==> src/rtl/motion_pkg.sv <==
// motion_pkg: shared state encodings and H-bridge leg patterns for the
// motion driver. Leg patterns are ordered {left_fwd, left_rev, right_fwd, right_rev}.
package motion_pkg;

    typedef logic [2:0] state_t;

    localparam state_t IDLE      = 3'd0;
    localparam state_t FWD       = 3'd1;
    localparam state_t DEAD      = 3'd2;
    localparam state_t TURN      = 3'd3;
    localparam state_t TURN_DONE = 3'd4;

    localparam logic [3:0] LEGS_OFF     = 4'b0000;
    localparam logic [3:0] LEGS_FWD     = 4'b1010;
    localparam logic [3:0] LEGS_PIVOT_R = 4'b1001;

    // Ungated leg pattern driven in each state; only FWD and TURN drive legs.
    function automatic logic [3:0] legs_for_state(input state_t st);
        case (st)
            FWD:     legs_for_state = LEGS_FWD;
            TURN:    legs_for_state = LEGS_PIVOT_R;
            default: legs_for_state = LEGS_OFF;
        endcase
    endfunction

endpackage

==> src/rtl/motion_pwm.sv <==
// motion_pwm: free-running PWM generator. A prescaler divides the clock by
// PWM_DIV, an 8-bit phase counter advances on each prescaler wrap, and the
// output is high while phase < current duty.
// Optional soft-start ramp is enabled by defining MOTION_SOFTSTART_EN.
module motion_pwm #(
    parameter logic [7:0] PWM_DIV = 8'd4,
    parameter logic [7:0] DUTY    = 8'd192
) (
    input  logic clock,
    input  logic reset_n,
    input  logic restart_ramp,
    output logic pwm_on
);

    logic [7:0] presc_q, presc_d;
    logic [7:0] phase_q, phase_d;
    logic       presc_wrap;
    logic [7:0] duty_cur;

    // Prescaler and phase next-state; phase only moves when the prescaler wraps.
    always_comb begin
        presc_wrap = (presc_q == PWM_DIV - 8'd1);
        presc_d    = presc_wrap ? 8'd0 : presc_q + 8'd1;
        phase_d    = presc_wrap ? phase_q + 8'd1 : phase_q;
    end

    // Prescaler and phase registers run free from reset, independent of motion state.
    always_ff @(posedge clock or negedge reset_n) begin
        if (!reset_n) begin
            presc_q <= 8'd0;
            phase_q <= 8'd0;
        end else begin
            presc_q <= presc_d;
            phase_q <= phase_d;
        end
    end

`ifdef MOTION_SOFTSTART_EN
    logic [7:0] duty_q, duty_d;

    // Ramp restarts from zero on motion entry, then climbs one step per phase period up to DUTY.
    always_comb begin
        duty_d = duty_q;
        if (restart_ramp) begin
            duty_d = 8'd0;
        end else if (presc_wrap && (phase_q == 8'hFF) && (duty_q < DUTY)) begin
            duty_d = duty_q + 8'd1;
        end
    end

    // Soft-start duty register.
    always_ff @(posedge clock or negedge reset_n) begin
        if (!reset_n) begin
            duty_q <= 8'd0;
        end else begin
            duty_q <= duty_d;
        end
    end

    assign duty_cur = duty_q;
`else
    logic unused_restart_ramp;

    assign unused_restart_ramp = restart_ramp;
    assign duty_cur            = DUTY;
`endif

    assign pwm_on = (phase_q < duty_cur);

endmodule

==> src/rtl/motion_driver.sv <==
// motion_driver: converts planner front/right/stop levels into PWM-gated
// H-bridge leg enables with dead-time before a pivot and a timed right turn.
// Define MOTION_SOFTSTART_EN to ramp PWM duty up after each motion start.
module motion_driver
    import motion_pkg::*;
#(
    parameter logic [23:0] TURN_CYCLES = 24'd6_000_000,
    parameter logic [15:0] DEADTIME    = 16'd500,
    parameter logic [7:0]  PWM_DIV     = 8'd4,
    parameter logic [7:0]  DUTY        = 8'd192
) (
    input  logic clock,
    input  logic reset_n,
    input  logic front,
    input  logic right,
    input  logic stop,
    output logic left_fwd,
    output logic left_rev,
    output logic right_fwd,
    output logic right_rev,
    output logic busy,
    output logic turn_done
);

    state_t      state_q, state_d;
    logic [23:0] cnt_q, cnt_d;
    logic        right_q, right_d;
    logic        turn_done_q, turn_done_d;
    logic        right_edge;
    logic        dead_last;
    logic        turn_last;
    logic        restart_ramp;
    logic        pwm_on;
    logic [3:0]  legs;

    motion_pwm #(
        .PWM_DIV (PWM_DIV),
        .DUTY    (DUTY)
    ) u_pwm (
        .clock        (clock),
        .reset_n      (reset_n),
        .restart_ramp (restart_ramp),
        .pwm_on       (pwm_on)
    );

    // State transitions: stop beats a right edge, which beats front.
    always_comb begin
        right_edge = right & ~right_q;
        dead_last  = (cnt_q == ({8'd0, DEADTIME} - 24'd1));
        turn_last  = (cnt_q == (TURN_CYCLES - 24'd1));
        state_d    = state_q;
        case (state_q)
            IDLE: begin
                if (stop)            state_d = IDLE;
                else if (right_edge) state_d = TURN;
                else if (front)      state_d = FWD;
            end
            FWD: begin
                if (stop)            state_d = IDLE;
                else if (right_edge) state_d = DEAD;
                else if (!front)     state_d = IDLE;
            end
            DEAD: begin
                if (stop)            state_d = IDLE;
                else if (dead_last)  state_d = TURN;
            end
            TURN: begin
                if (stop)            state_d = IDLE;
                else if (turn_last)  state_d = TURN_DONE;
            end
            TURN_DONE: begin
                if (stop || !right)  state_d = IDLE;
            end
            default:                 state_d = IDLE;
        endcase
    end

    // Counter clears on any state entry and only advances in the timed states.
    always_comb begin
        cnt_d        = 24'd0;
        turn_done_d  = (state_q == TURN) && (state_d == TURN_DONE);
        right_d      = right;
        restart_ramp = (state_d != state_q) && ((state_d == FWD) || (state_d == TURN));
        if ((state_d == state_q) && ((state_q == DEAD) || (state_q == TURN))) begin
            cnt_d = cnt_q + 24'd1;
        end
    end

    // Control registers; right_q resets high so a level held from reset is not an edge.
    always_ff @(posedge clock or negedge reset_n) begin
        if (!reset_n) begin
            state_q     <= IDLE;
            cnt_q       <= 24'd0;
            right_q     <= 1'b1;
            turn_done_q <= 1'b0;
        end else begin
            state_q     <= state_d;
            cnt_q       <= cnt_d;
            right_q     <= right_d;
            turn_done_q <= turn_done_d;
        end
    end

    assign legs      = legs_for_state(state_q) & {4{pwm_on}};
    assign left_fwd  = legs[3];
    assign left_rev  = legs[2];
    assign right_fwd = legs[1];
    assign right_rev = legs[0];
    assign busy      = (state_q != IDLE);
    assign turn_done = turn_done_q;

endmodule

==> config.mk <==
export PLATFORM = sky130hd
export DESIGN_NAME = motion_driver
export DESIGN_NICKNAME = d
export VERILOG_FILES = /design/src/rtl/motion_pkg.sv /design/src/rtl/motion_pwm.sv /design/src/rtl/motion_driver.sv
export SDC_FILE = /design/constraint.sdc
export NUM_CORES = 1
export LEC_CHECK = 0
export CAP_MARGIN = 0
export CORE_UTILIZATION = 49
export CTS_BUF_LIST = sky130_fd_sc_hd__clkbuf_4
export DETAILED_ROUTE_END_ITERATION = 12
export MAX_ROUTING_LAYER = met4
export PLACE_DENSITY = 0.67
export SLEW_MARGIN = 20
export SYNTH_ARGS = -nofsm -noshare
export SYNTH_HDL_FRONTEND = slang
export SYNTH_HIERARCHICAL = 1
export SYNTH_SLANG_ARGS = --single-unit
==> constraint.sdc <==
create_clock -name clock -period 3.05 [get_ports clock]
set_input_delay 0.4575 -clock clock [delete_from_list [all_inputs] [get_ports clock]]
set_output_delay 0.4575 -clock clock [all_outputs]
set_load 0.05 [all_outputs]
==> results of run 1 <==
power breakdown:
part	switching (W)	internal [W]	total (W)
Clock	0.000198	0.000174	0.000372
Combinational	0.0000479	0.0000190	0.0000668
Sequential	0.00000442	0.000601	0.000605
Total	0.000250	0.000793	0.00104
metrics by stage:
step | total power (W) | utilization (%) | cell area [sq um]
final | 0.001044 | 54.79 | 2605
after detailed placement | 0.0006837 | 52.97 | 2519
after global placement | 0.0006840 | 52.97 | 2519
after global routing | 0.001089 | 54.79 | 2605
after CTS | 0.001057 | 54.74 | 2603
after floorplan | 0.0006572 | - | 2435
how the worst min path moves through the flow:
| stage | cells past startpoint | end |
|---|---|---|
| finish | 1 | cnt_q[20] |
| floorplan | 0 | cnt_q[0] |
| global placement | 1 | u_pwm/presc_q[0] |
| global route | 1 | turn_done |
| CTS | 1 | cnt_q[20] |
| detailed placement | 1 | u_pwm/presc_q[0] |
area by class of cell:
type / count / area, sq um / area share (%)
Clock buffer: 5 / 37.54 / 1.441
Clock inverter: 3 / 46.29 / 1.777
Inverter: 3 / 11.26 / 0.4323
Multi-Input combinational cell: 169 / 1196 / 45.92
Sequential cell: 45 / 1127 / 43.28
Tap cell: 67 / 83.83 / 3.218
Timing Repair Buffer: 11 / 102.6 / 3.939
per-layer routing:
layer  wire (um)  track usage (%)  part of all wire [%]
met3         112            3.750                   2.5
met1        2141            24.53                    47
met5           0                -                     0
met2        2194            33.13                    49
met4          69            7.843                   1.5
sequential cells by signal, indices dropped and copies added (netlist names):
signal,cells
u_pwm/phase_q,8
right_q,1
u_pwm/presc_q,8
state_q,3
turn_done,1
cnt_q,24
worst register-to-register path, cell delays in order (launching register included):
cell and delay, ps:
dfrtp_1 400, ha_1 240, and3_1 360, nand3_1 240, or4_1 440, a211oi_1 230
==> results.cfg, run 1 <==
[clock_network]
cts_buffer_depth = 2
clk_latency_ps = 360
postCtsHoldBufs = 0
cts_tree = done
postCtsSetupBuffers = 0
cts-root-buf = clkbuf_4
cts_sinks = 45
numCtsBuffers = 5
cts_resized = 0
clk_pin_slew_ps = 140
cts-htree-levels = 2

[yosys]
synth.avg_cell_area_sq_um = 10.59
syn_nets = 238
netlist_area_sq_mm = 0.002435
ys_warn_count = 6
synth_cells = 230

[worst_setup_path]
cp_max_fo = 8
r2r_end = cnt_q[18]
cp-end-kind = output port
cpPeakStageDelay_ps = 800
path_cells = nand2b_1 -> nor2_1 -> clkdlybuf4s50_1
timing.rr.start = cnt_q[0]
start_kind = flip-flop
crit_path_start = state_q[2]
crit_slowest_cell = clkdlybuf4s50_1
rrSetupSlack_ps = 1070
path_depth = 3
crit_family = buffers and inverters
reg2reg_depth = 5
crit_required_ps = 2590
worstPathArrival_ps = 1950
critPathBufInv = 1
worstSetupPathType = reg -> out
cp-endpoint = right_rev

[timing]
tightestPinTransition_ps = 577.4
fmax_mhz = 416.1
whs_ps = 63.42
finalSetupViolCount = 0
period_minus_slack_ps = 2403
slew_violations = 0
fin_setup_tns_ps = 0
rsz0062_at_grt = false
hold_viol_final = 0
min_period_over_period_pct = 78.80
skew_ps = 9.287
relSlewSlack_pct = 61.51
setup_ws_ps = 646.7

[floorplan]
core_sq_mm = 0.004755
die_h_um = 72.49
fp.dieW_um = 72.49
ios = 11
die_area_sq_mm = 0.005255
initial_core_util_pct = 51.21
row_count = 25

[detailed_routing]
wl_um = 4518
vias_per_cell = 5.782
ant_nets = 0
drt_iter0_drc = 93
drc = 0
via_count = 1752
dr.pass1.iters = 4
routedWlPerCell_um = 14.91

[placed_design]
hpwl_um = 3049
place_inst = 295
place_congestion = 0.7653
portBuffers = 9
post-place-ws_ps = 1049

[global_route]
grt-ovfl-total = 0
grt_pass1_vias = 1724
grt_pass1_wl_um = 7872
antenna_found_initial = 0
grt_usage_pct = 20.12
grt_max_degree = 46

[cells_and_area]
num_antenna_cells = 0
mostFrequentLayoutCell = dfrtp_1
nets = 243
instances_no_fill = 303
syn2layout_area_growth_pct = 6.989
final_cell_mix = dfrtp_1, nand3_1, xnor2_1
fillers = 441
layout-drive-gt1-share_pct = 13.56

[power]
max-vdd-ir-drop_uv = 388.7
power_density_mw_per_mm2 = 400.7
power_leakage_nw = 1.028

[run_status]
status = completed

[run]
maxCapViolations = 0

[min_path]
min_path_type = in -> async
Note: power is estimated with default switching activity, not from simulation.
==> run 2, diff against run 1 <==
--- a/config.mk
+++ b/config.mk
@@ -10,7 +10,7 @@
 export CTS_BUF_LIST = sky130_fd_sc_hd__clkbuf_4
 export DETAILED_ROUTE_END_ITERATION = 12
 export MAX_ROUTING_LAYER = met4
-export PLACE_DENSITY = 0.67
+export PLACE_DENSITY = 0.69
 export SLEW_MARGIN = 20
 export SYNTH_ARGS = -nofsm -noshare
 export SYNTH_HDL_FRONTEND = slang
==> constraint.sdc (replaced) <==
create_clock -name clock -period 2.15 [get_ports clock]
set_input_delay 0.3225 -clock clock [delete_from_list [all_inputs] [get_ports clock]]
set_output_delay 0.3225 -clock clock [all_outputs]
set_load 0.05 [all_outputs]
==> results.cfg, run 2 (same netlist as run 1, synthesis figures left out) <==
[placed_design]
portBuffers = 9
hpwl_um = 3178
place_congestion = 0.8297
post-place-ws_ps = 207.9

[worst_setup_path]
critPathBufInv = 1
crit_slowest_cell = dfrtp_1
timing.rr.start = cnt_q[0]
cpPeakStageDelay_ps = 470
cp_max_fo = 8
worstSetupPathType = reg -> out
worstPathArrival_ps = 1630
start_kind = flip-flop
path_depth = 2
cp-end-kind = output port
rrSetupSlack_ps = 270
crit_required_ps = 1830
path_cells = or3_1 -> dlygate4sd2_1
crit_family = flip-flops
r2r_end = cnt_q[22]
reg2reg_depth = 5

[timing]
min_period_over_period_pct = 90.76
fin_setup_tns_ps = 0
fmax_mhz = 512.5
rsz0062_at_grt = false
skew_ps = 9.358
hold_viol_final = 0
setup_ws_ps = 198.6
whs_ps = 21.19
period_minus_slack_ps = 1951
slew_violations = 0
tightestPinTransition_ps = 550.3
finalSetupViolCount = 0
relSlewSlack_pct = 63.32

[detailed_routing]
routedWlPerCell_um = 14.87
wl_met1_um = 2250
dr_wl_met2_um = 2100
dr.pass1.iters = 4
drc = 0
ant_nets = 0
top_layer = met4
drt_iter0_drc = 124
vias_per_cell = 5.708
via_count = 1741
wl_met3_um = 91
wl_um = 4535

[clock_network]
cts_buffer_depth = 2
numCtsBuffers = 5
clk_latency_ps = 360
cts-root-buf = clkbuf_4
cts_tree = done
cts-htree-levels = 2
cts_sinks = 45
clk_pin_slew_ps = 140
postCtsHoldBufs = 0

[power]
sw_frac_of_total_pct = 26.00
power_leakage_nw = 1.037
power_density_mw_per_mm2 = 525.8
max-vdd-ir-drop_uv = 384.2
power_frac_clock_pct = 30.1
p_comb_share_pct = 6.8
sequentialPowerShare_pct = 63.2
internal_power_w = 0.001006
power.switching_w = 0.0003536
finalPower_w = 0.001360

[cells_and_area]
nets = 245
fin_util_pct = 54.39
num_antenna_cells = 0
final_cell_mix = dfrtp_1, nand3_1, xnor2_1
regMostFlops = cnt_q
layout-drive-gt1-share_pct = 15.13
mostFrequentLayoutCell = dfrtp_1
syn2layout_area_growth_pct = 6.218
reg_top3 = cnt_q (24), u_pwm/phase_q (8), u_pwm/presc_q (8)
largest_reg_flops = 24

[global_route]
antenna_found_initial = 0
grt_max_degree = 46
grt_pass1_vias = 1747
grt_pass1_wl_um = 8024
grt_usage_pct = 20.55
grt-ovfl-total = 0

[floorplan]
core_sq_mm = 0.004755
fp.dieW_um = 72.49
initial_core_util_pct = 51.21
die_area_sq_mm = 0.005255
die_h_um = 72.49
ios = 11
row_count = 25

[run_status]
status = completed

[min_path]
min_path_type = in -> async

[run]
maxCapViolations = 0
==> run 2: cell type report <==
cell class,instances,area [sq um]
repair buffers,13,107.6
flip-flops and latches,45,1127
clock inverters,3,21.27
well taps,67,83.83
multi-input cells,169,1197
fillers,442,2168
clock buffers,5,37.54
inverters,3,11.26
==> run 2: per-layer routing <==
metal  up-vias  global-route usage [%]
met5         -                       -
met4         0                   8.497
met3         9                   3.750
met2        17                   31.98
met1       844                   26.53
li1        871                       -
==> run 2: how the worst max path moves through the flow <==
stage,end,start
3_5_place_dp,cnt_q[18],cnt_q[0]
3_3_place_gp,cnt_q[18],cnt_q[0]
5_1_grt,cnt_q[13],cnt_q[14]
2_1_floorplan,right_fwd,state_q[2]
6_report,busy,state_q[2]
4_1_cts,cnt_q[22],cnt_q[0]
==> run 2: power groups by stage <==
stage / clock network (W) / logic [W] / registers (W)
after floorplan: 0 / 0.0000592 / 0.000873
after global placement: 0 / 0.0000956 / 0.000875
after detailed placement: 0 / 0.0000969 / 0.000875
after CTS: 0.000430 / 0.0000940 / 0.000859
after global routing: 0.000469 / 0.000102 / 0.000861
final: 0.000409 / 0.0000919 / 0.000859
==> run 2: timing repair <==
item / in CTS / in global routing
setup endpoints to repair: 2 / 1
endpoints found under the hold margin: 0 / 0
buffers inserted: 0 / 0
gates resized for setup: 2 / 1
==> run 2: stage by stage <==
step | cell area (sq um) | std cells
after floorplan | 2435 | 230
after global placement | 2529 | 297
after detailed placement | 2529 | 297
after CTS | 2585 | 305
after global routing | 2586 | 305
final | 2586 | 305
==> run 3, diff against run 2 <==
--- a/config.mk
+++ b/config.mk
@@ -11,6 +11,7 @@
 export DETAILED_ROUTE_END_ITERATION = 12
 export MAX_ROUTING_LAYER = met4
 export PLACE_DENSITY = 0.69
+export REMOVE_ABC_BUFFERS = 1
 export SLEW_MARGIN = 20
 export SYNTH_ARGS = -nofsm -noshare
 export SYNTH_HDL_FRONTEND = slang
==> results.cfg, run 3 (same netlist as run 1, synthesis figures left out) <==
[run_status]
status = completed

[power]
internal_power_w = 0.001131
power_leakage_nw = 1.048
sequentialPowerShare_pct = 58.6
finalPower_w = 0.001466
sw_frac_of_total_pct = 22.87
power_density_mw_per_mm2 = 562.7
power_frac_clock_pct = 35.2
p_comb_share_pct = 6.2
power.switching_w = 0.0003352
max-vdd-ir-drop_uv = 272.8

[cells_and_area]
syn2layout_area_growth_pct = 6.989
reg_top3 = cnt_q (24), u_pwm/phase_q (8), u_pwm/presc_q (8)
num_antenna_cells = 0
final_cell_mix = dfrtp_1, nand3_1, xnor2_1
layout-drive-gt1-share_pct = 14.71
nets = 245
largest_reg_flops = 24
regMostFlops = cnt_q
mostFrequentLayoutCell = dfrtp_1

[floorplan]
ios = 11
core_sq_mm = 0.004755
initial_core_util_pct = 51.21
die_h_um = 72.49
fp.dieW_um = 72.49
row_count = 25
die_area_sq_mm = 0.005255

[clock_network]
clk_pin_slew_ps = 120
numCtsBuffers = 5
cts_sinks = 45
postCtsSetupBuffers = 0
cts-root-buf = clkbuf_4
postCtsHoldBufs = 0
cts_buffer_depth = 2
cts_tree = done
clk_latency_ps = 350
cts-htree-levels = 2

[detailed_routing]
drt_iter0_drc = 62
wl_um = 4582
ant_nets = 0
dr.pass1.iters = 4
routedWlPerCell_um = 15.02
vias_per_cell = 5.866
drc = 0
via_count = 1789

[worst_setup_path]
crit_slowest_cell = or4_1
cpPeakStageDelay_ps = 440
cp-end-kind = flip-flop
critPathBufInv = 0
path_cells = ha_1 -> and3_1 -> nand3_1 -> or4_1 -> a211oi_1
start_kind = flip-flop
crit_family = simple AND/OR/NAND/NOR gates
worstSetupPathType = reg -> reg
crit_required_ps = 2420
worstPathArrival_ps = 2230
cp_max_fo = 6

[timing]
hold_viol_final = 0
slew_violations = 0
rsz0062_at_grt = false
period_minus_slack_ps = 1963
skew_ps = 4.578
finalSetupViolCount = 0
min_period_over_period_pct = 91.30
relSlewSlack_pct = 62.46
tightestPinTransition_ps = 563.2
fin_setup_tns_ps = 0
fmax_mhz = 509.4

[placed_design]
hpwl_um = 3153
place_congestion = 0.8083
portBuffers = 9

[global_route]
grt-ovfl-total = 0
antenna_found_initial = 0
grt_max_degree = 46
grt_usage_pct = 20.65
grt_pass1_vias = 1766
grt_pass1_wl_um = 8079

[min_path]
min_path_type = in -> async

[run]
maxCapViolations = 0
run 3: cell count changes in the layout (fill, tap and decap cells not counted), sizes merged:
cell    previous run  this run
bufinv             0         1
inv                4         3
clkinv             2         1
clkbuf             5         6
run 3: worst register-to-register path, stage by stage, from the launching register on:
cell and delay [ps]:
dfrtp_1 400, ha_1 240, and3_1 350, nand3_1 220
or4_1 440, a211oi_1 230
run 3: layout make-up:
cell class | instances | area, sq um
Inverter | 3 | 11.26
Timing Repair Buffer | 13 | 107.6
Sequential cell | 45 | 1127
Clock buffer | 6 | 45.04
Fill cell | 441 | 2150
Tap cell | 67 | 83.83
Clock inverter | 2 | 33.78
Multi-Input combinational cell | 169 | 1196
run 3: routing by layer:
metal  up-vias  track usage [%]  wire, um
li1        878                -         -
met1       884            25.90      2206
met2        19            33.54      2193
met3         8            3.750       109
met4         0            7.407        74
met5         -                -         0
run 3: worst paths after layout:
| kind | slack [ps] | cells after the start | to | startpoint |
|---|---|---|---|---|
| max | 190 | 5 | cnt_q[18] | cnt_q[0] |
| min | 30 | 2 | cnt_q[22] | reset_n |
| max reg2reg | 190 | 5 | cnt_q[18] | cnt_q[0] |
| min reg2reg | 460 | 1 | u_pwm/presc_q[0] | u_pwm/presc_q[0] |
| max in group asynchronous | 1740 | 2 | cnt_q[2] | reset_n |
| min in group clock | 440 | 1 | right_q | right |
run 3: metrics by stage:
stage,std cells,setup slack [ps],hold slack [ps],instance area (sq um),utilization (%)
after floorplan,217,44.13,26.91,2335,-
after global placement,297,226.7,434.4,2529,53.18
after detailed placement,297,196.6,436.1,2529,53.18
after CTS,305,174.9,36.36,2605,54.79
after global routing,305,60.03,70.13,2605,54.79
final,305,187.1,29.11,2605,54.79
run 3: timing repair:
item	CTS	global route
endpoints found under the setup margin	2	0
hold endpoints to repair	0	0
resized for setup	2	0
run 3: power by group through the flow:
stage	Clock [W]	Sequential (W)	Combinational [W]
after floorplan	0	0.000873	0.0000528
after global placement	0	0.000875	0.0000960
after detailed placement	0	0.000875	0.0000961
after CTS	0.000529	0.000859	0.0000928
after global routing	0.000571	0.000860	0.000101
final	0.000516	0.000859	0.0000911
